### src/rtl/increase_counter.sv
// increase_counter: cascadable multi-digit up-counter (binary or BCD digits) with
// parallel load, dual count enables, combinational terminal count and sticky overflow.
module increase_counter #(
   parameter int DIGITS    = 2,
   parameter int DIGIT_MAX = 15
) (
   input  logic                  CP,
   input  logic                  CR,
   input  logic                  PE,
   input  logic                  CEP,
   input  logic                  CET,
   input  logic [4*DIGITS-1:0]   D,
   output logic [4*DIGITS-1:0]   Q,
   output logic                  TC,
   output logic                  OVF
);

   localparam int         W    = 4 * DIGITS;
   localparam logic [3:0] DMAX = 4'(DIGIT_MAX);

   logic [W-1:0]      cnt_q;
   logic [W-1:0]      cnt_d;
   logic [W-1:0]      inc;
   logic              ovf_q;
   logic              ovf_d;
   logic [DIGITS-1:0] term;
   logic              all_term;
   logic              step;
   logic [3:0]        dig;

   // Ripple the digit carry: a digit steps only when every lower digit is terminal.
   // Digits above DIGIT_MAX (only reachable by a load) count as terminal and wrap to 0.
   always_comb begin
      inc  = '0;
      term = '0;
      step = 1'b1;
      dig  = '0;
      for (int k = 0; k < DIGITS; k++) begin
         dig     = cnt_q[4*k +: 4];
         term[k] = (dig >= DMAX);
         if (step) begin
            inc[4*k +: 4] = term[k] ? 4'd0 : dig + 4'd1;
         end else begin
            inc[4*k +: 4] = dig;
         end
         step = step & term[k];
      end
   end

   assign all_term = &term;

   always_comb begin
      cnt_d = cnt_q;
      ovf_d = ovf_q;
      if (!PE) begin
         cnt_d = D;
         ovf_d = 1'b0;
      end else if (CEP && CET) begin
         cnt_d = inc;
         if (all_term) begin
            ovf_d = 1'b1;
         end
      end
   end

   always_ff @(posedge CP or negedge CR) begin
      if (!CR) begin
         cnt_q <= '0;
         ovf_q <= 1'b0;
      end else begin
         cnt_q <= cnt_d;
         ovf_q <= ovf_d;
      end
   end

   assign Q   = cnt_q;
   assign OVF = ovf_q;
   // Independent of CEP so the carry can ripple through a cascade of stages.
   assign TC  = CET & PE & all_term;

endmodule
### config.mk
export PLATFORM = sky130hd
export DESIGN_NAME = increase_counter
export DESIGN_NICKNAME = d
export VERILOG_FILES = /design/src/rtl/increase_counter.sv
export SDC_FILE = /design/constraint.sdc
export NUM_CORES = 1
export LEC_CHECK = 0
export ABC_CLOCK_PERIOD_IN_PS = 1700
export BUFFER_PORTS_ARGS = -buffer_cell sky130_fd_sc_hd__buf_2
export CORE_AREA = 2 2 39 41
export CTS_CLUSTER_DIAMETER = 30
export CTS_CLUSTER_SIZE = 40
export DETAILED_ROUTE_END_ITERATION = 12
export DIE_AREA = 0 0 41 43
export HOLD_SLACK_MARGIN = 0.15
export PLACE_DENSITY = 0.7
export REMOVE_ABC_BUFFERS = 1
export SLEW_MARGIN = 20
export SYNTH_ARGS = -nofsm -noshare
export SYNTH_HDL_FRONTEND = slang
export SYNTH_SLANG_ARGS = --single-unit
export TNS_END_PERCENT = 1
### constraint.sdc
create_clock -name CP -period 1.7 [get_ports CP]
set_input_delay 0.085 -clock CP [delete_from_list [all_inputs] [get_ports CP]]
set_output_delay 0.085 -clock CP [all_outputs]
set_load 0.01 [all_outputs]
==> results.sh, run 1 <==
export IMPL_die_h_um=43
export IMPL_cp_arrival_ns=1.72
export IMPL_end_kind="register"
export IMPL_synthFlopType="dfrtp_1"
export IMPL_use_met1_pct=24.67
export IMPL_startpoint_type="register"
export IMPL_top_usage_layer="met2"
export IMPL_initial_core_util_pct=39.33
export IMPL_tightestPinTransition_ns=0.3135
export IMPL_critPathKind="reg2reg"
export IMPL_drive_gt1_share_pct=33.33
export IMPL_grt_overflow=0
export IMPL_ant_nets=0
export IMPL_gr_usage_met3_pct=3.141
export IMPL_die_w_um=41
export IMPL_diodes=0
export IMPL_synthCells=58
export IMPL_layout_commonest_cell="buf_2"
export IMPL_timing_final_crit_share_pct=92.41
export IMPL_io_buffers=22
export IMPL_tns_ns=0
export IMPL_root_buffer="clkbuf_4"
export IMPL_via_per_inst=5.274
export IMPL_synth_edf_count=0
export IMPL_cts_tree="done"
export IMPL_power_density_nw_per_um2=759.6
export IMPL_met2_usage_pct=25.94
export IMPL_place_congestion=0.7772
export IMPL_ys_ff_latch=9
export IMPL_die_area_um2=1763
export IMPL_vias=559
export IMPL_cap_violations=0
export IMPL_fin_crit_ns=1.571
export IMPL_core_um2=1384
export IMPL_setup_viol=0
export IMPL_fmax_ghz=0.6365
export IMPL_placementRows=14
export IMPL_fill_cells=135
export IMPL_route_detailed_drc=0
export IMPL_irDropWorstVdd_uv=432.0
export IMPL_ys_warnings_count=0
export IMPL_first_pass_iters=2
export IMPL_rsz0062_at_grt="false"
export IMPL_antenna_found_initial=0
export IMPL_grt_max_degree=20
export IMPL_status="finished clean"
export IMPL_maxSlewHeadroom_pct=79.10
export IMPL_htreeDepth=1
export IMPL_final_net_count=106
export IMPL_yosys_area_top_type_share_pct=41.38
export IMPL_drv_slew=0
export IMPL_ctsResizeCount=0
export IMPL_wire_per_inst_um=12.00
export IMPL_grt_pass1_vias=515
export IMPL_final_cell_mix="buf_2 (22), dfrtp_1 (9), dlygate4sd3_1 (8), nor2_1 (7), nand3_1 (6)"
export IMPL_io_pins=23
export IMPL_clkTransAtPathRegs_ns=0.06
export IMPL_grt_usage_pct=18.10
export IMPL_synthTopCellsByArea="dfrtp_1 (41%), nand3_1 (5.5%), nor2_1 (4.8%)"
export IMPL_finalHoldViolations=0
export IMPL_skew_ns=0.001391
export IMPL_layout_setup_ws_ns=0.1290
export IMPL_clockBufferDepth=2
export IMPL_dp_hpwl_um=906.5
export IMPL_ys_seq_area_share_pct=41.38
export IMPL_synth_largest_area_cell="dfrtp_1"
export IMPL_power_leakage_nw=0.3465
export IMPL_min_delay_path_class="in2reg"
export IMPL_hold_buffers=8
export IMPL_cp_required_ns=1.85
export IMPL_cts_made_buffers=3
export IMPL_dp_slack_ns=0.1331
export IMPL_syn_to_final_growth_pct=39.31
export IMPL_drt_first_iter_violations=2
export IMPL_grt_pass1_wl_um=2173
export IMPL_critPathMaxFanout=10
export IMPL_syn_area_per_cell_um2=9.384
export IMPL_clk_latency_ns=0.26
export IMPL_ys_types=25
export IMPL_post_cts_setup_buffers=0
export IMPL_cts_sinks=9
export IMPL_synthArstFlopShare_pct=100.0
export IMPL_syn_cell_area_um2=544.3
export IMPL_wl_um=1272
-- cell usage after synthesis, drive strengths merged, types with 2 or more instances --
library cell	n
a21oi	3
a31oi	4
buf	2
dfrtp	9
ha	2
nand2	5
nand3	7
nor2	7
nor3	2
o21ai	3
or3	3
-- critical path: stages (launching register included) --
cell     delay [ns]
dfrtp_1        0.40
ha_1           0.25
nand3_4        0.14
o311a_2        0.42
a211o_1        0.26
-- state kept, by name (all words and copies together) (netlist names) --
register  flops
OVF           1
Q             8
-- stage by stage --
| step | hold slack (ns) | power, W | util (%) | cell area [µm²] | cells |
|---|---|---|---|---|---|
| after floorplan | -0.2106 | 0.0003372 | - | 521.8 | 56 |
| after global placement | -0.04611 | 0.0003955 | 47.11 | 651.9 | 94 |
| after detailed placement | -0.04595 | 0.0003991 | 47.11 | 651.9 | 94 |
| final | 0.1623 | 0.0005759 | 54.79 | 758.2 | 106 |
| after global routing | 0.1711 | 0.0006171 | 54.79 | 758.2 | 106 |
| after CTS | 0.1515 | 0.0005877 | 54.79 | 758.2 | 106 |
-- report_power, final --
part / internal, W / switching, W / total [W]
clock: 0.0000906 / 0.0000773 / 0.000168
sequential: 0.000235 / 0.0000275 / 0.000262
combinational: 0.0000714 / 0.0000745 / 0.000146
total: 0.000397 / 0.000179 / 0.000576
-- worst paths after layout --
check | slack, ns | from | cells after the start | endpoint
setup / recovery | 0.13 | Q[0]$_DFFE_PN0P_ | 4 | Q[7]$_DFFE_PN0P_
hold / removal | 0.16 | D[7] | 3 | Q[7]$_DFFE_PN0P_
setup reg to reg | 0.13 | Q[0]$_DFFE_PN0P_ | 4 | Q[7]$_DFFE_PN0P_
hold reg to reg | 0.49 | OVF$_DFFE_PN0P_ | 1 | OVF$_DFFE_PN0P_
max in group asynchronous | 1.31 | CR | 2 | OVF$_DFFE_PN0P_
min in group asynchronous | 0.21 | CR | 2 | Q[3]$_DFFE_PN0P_
-- final cells by class --
| type | instances | area [µm²] | area share (%) |
|---|---|---|---|
| Multi-Input combinational cell | 47 | 296.5 | 39.11 |
| Sequential cell | 9 | 225.2 | 29.70 |
| Timing Repair Buffer | 30 | 190.2 | 25.08 |
| Clock buffer | 4 | 26.28 | 3.465 |
| Tap cell | 16 | 20.02 | 2.640 |
-- metal layers --
layer  vias up  share of wire [%]
li1        283                  -
met1       257                 47
met2        17                 47
met3         2                5.6
met4         0               0.94
met5         -                  0
-- cells by family (layout without fill, tap and decap cells) --
group | count (synthesis) | in the layout | synth area share (%)
buf+inv | 2 | 34 | 4.138
xor+xnor | 1 | 1 | 1.609
flops | 9 | 9 | 41.38
fa+ha+maj | 2 | 2 | 4.597
mux | 1 | 1 | 1.839
compound gates | 14 | 14 | 16.78
simple gates | 29 | 29 | 29.66
Note: power is estimated with default switching activity, not from simulation.
==> inputs of run 2 (changes only) <==
--- a/config.mk
+++ b/config.mk
@@ -13,7 +13,7 @@
 export DETAILED_ROUTE_END_ITERATION = 12
 export DIE_AREA = 0 0 41 43
 export HOLD_SLACK_MARGIN = 0.15
-export PLACE_DENSITY = 0.7
+export PLACE_DENSITY_LB_ADDON = 0.2
 export REMOVE_ABC_BUFFERS = 1
 export SLEW_MARGIN = 20
 export SYNTH_ARGS = -nofsm -noshare
==> results.sh, run 2 (same netlist as run 1, synthesis figures left out) <==
export IMPL_critPathKind="reg2reg"
export IMPL_via_per_inst=5.262
export IMPL_wire_per_inst_um=12.71
export IMPL_min_to="Q[7]$_DFFE_PN0P_"
export IMPL_final_net_count=107
export IMPL_grt_max_degree=20
export IMPL_power_leakage_nw=0.3512
export IMPL_io_buffers=22
export IMPL_dp_hpwl_um=979.7
export IMPL_irDropWorstVdd_uv=479.1
export IMPL_cts_sinks=9
export IMPL_finalHoldViolations=0
export IMPL_layout_commonest_cell="buf_2"
export IMPL_cts_tree="done"
export IMPL_clk_latency_ns=0.26
export IMPL_power_switching_w=0.0001896
export IMPL_cp_required_ns=1.85
export IMPL_clkTransAtPathRegs_ns=0.07
export IMPL_initial_core_util_pct=39.33
export IMPL_hp_start="D[7]"
export IMPL_seqPwrFrac_pct=44.2
export IMPL_grt_overflow=0
export IMPL_root_buffer="clkbuf_4"
export IMPL_min_path_cells=3
export IMPL_route_detailed_drc=0
export IMPL_min_delay_path_class="in2reg"
export IMPL_grt_usage_pct=18.56
export IMPL_intPower_w=0.0003996
export IMPL_maxSlewHeadroom_pct=78.31
export IMPL_die_w_um=41
export IMPL_clockBufferDepth=2
export IMPL_p_clk_share_pct=30.1
export IMPL_tns_ns=0
export IMPL_layout_setup_ws_ns=0.1313
export IMPL_fmax_ghz=0.6375
export IMPL_rr_endpoint="Q[7]$_DFFE_PN0P_"
export IMPL_drv_slew=0
export IMPL_tightestPinTransition_ns=0.3254
export IMPL_power_density_nw_per_um2=769.4
export IMPL_reg2reg_setup_slack_ns=0.13
export IMPL_syn_to_final_growth_pct=40.69
export IMPL_r2r_start="Q[0]$_DFFE_PN0P_"
export IMPL_antenna_found_initial=0
export IMPL_dp_slack_ns=0.1313
export IMPL_fin_crit_ns=1.569
export IMPL_place_congestion=0.7472
export IMPL_core_um2=1384
export IMPL_cp_arrival_ns=1.72
export IMPL_ant_nets=0
export IMPL_rsz0062_at_grt="false"
export IMPL_largest_reg_flops=8
export IMPL_end_kind="register"
export IMPL_diodes=0
export IMPL_die_h_um=43
export IMPL_final_cell_mix="buf_2 (22), dfrtp_1 (9), dlygate4sd3_1 (8), nor2_1 (7), nand3_1 (6)"
export IMPL_drive_gt1_share_pct=34.07
export IMPL_switching_share_pct=32.18
export IMPL_skew_ns=0.001844
export IMPL_final_area_um2=765.7
export IMPL_grt_pass1_vias=517
export IMPL_grt_pass1_wl_um=2159
export IMPL_critPathMaxFanout=10
export IMPL_first_pass_iters=2
export IMPL_timing_final_crit_share_pct=92.28
export IMPL_placementRows=14
export IMPL_cap_violations=0
export IMPL_die_area_um2=1763
export IMPL_vias=563
export IMPL_cts_made_buffers=3
export IMPL_status="finished clean"
export IMPL_pwr_share_comb_pct=25.7
export IMPL_rr_worst_depth=4
export IMPL_place_area_um2=659.4
export IMPL_post_cts_setup_buffers=0
export IMPL_htreeDepth=1
export IMPL_setup_viol=0
export IMPL_io_pins=23
export IMPL_wl_um=1360
export IMPL_startpoint_type="register"
export IMPL_drt_first_iter_violations=3
[run 2: worst max-delay path by stage]
stage	startpoint	endpoint	depth (start not counted)
global route	Q[0]$_DFFE_PN0P_	Q[7]$_DFFE_PN0P_	4
floorplan	Q[0]$_DFFE_PN0P_	Q[7]$_DFFE_PN0P_	4
finish	Q[0]$_DFFE_PN0P_	Q[7]$_DFFE_PN0P_	4
detailed placement	Q[0]$_DFFE_PN0P_	Q[7]$_DFFE_PN0P_	4
CTS	Q[0]$_DFFE_PN0P_	Q[7]$_DFFE_PN0P_	4
global placement	Q[0]$_DFFE_PN0P_	Q[7]$_DFFE_PN0P_	4
[run 2: repair_timing]
action | 4_1_cts | 5_1_grt
hold buffers | 8 | 0
hold endpoints to repair | 16 | 0
resized for setup | 0 | 0
[run 2: final cells by class]
| cell class | instances | area, µm² |
|---|---|---|
| Timing Repair Buffer | 31 | 197.7 |
| Tap cell | 16 | 20.02 |
| Clock buffer | 4 | 26.28 |
| Sequential cell | 9 | 225.2 |
| Fill cell | 144 | 618.1 |
| Multi-Input combinational cell | 47 | 296.5 |
[run 2: per-layer routing]
| metal | routed length [µm] | part of all wire, % | GRT usage (%) |
|---|---|---|---|
| met1 | 617 | 45 | 22.92 |
| met3 | 80 | 5.9 | 4.712 |
| met4 | 14 | 1.0 | 10.00 |
| met2 | 647 | 48 | 28.13 |
| met5 | 0 | 0 | 0 |
[run 2: stage by stage]
stage	instances	util [%]	total power, W	hold WS, ns
finish	107	55.33	0.0005892	0.1544
global route	107	55.33	0.0006282	0.1646
floorplan	56	-	0.0003372	-0.2106
CTS	107	55.33	0.0005940	0.1562
global placement	95	47.65	0.0004006	-0.04545
detailed placement	95	47.65	0.0004045	-0.04369
[run 2: critical path: stages (launching register included)]
cell	delay [ns]
dfrtp_1	0.40
ha_1	0.25
nand3_4	0.14
o311a_2	0.41
a211o_1	0.26
[run 2: power groups by stage]
| stage | combinational [W] | sequential, W | clock [W] |
|---|---|---|---|
| after floorplan | 0.0000648 | 0.000272 | 0 |
| final | 0.000152 | 0.000260 | 0.000177 |
| after global routing | 0.000176 | 0.000264 | 0.000189 |
| after global placement | 0.000137 | 0.000263 | 0 |
| after CTS | 0.000155 | 0.000260 | 0.000179 |
| after detailed placement | 0.000140 | 0.000264 | 0 |
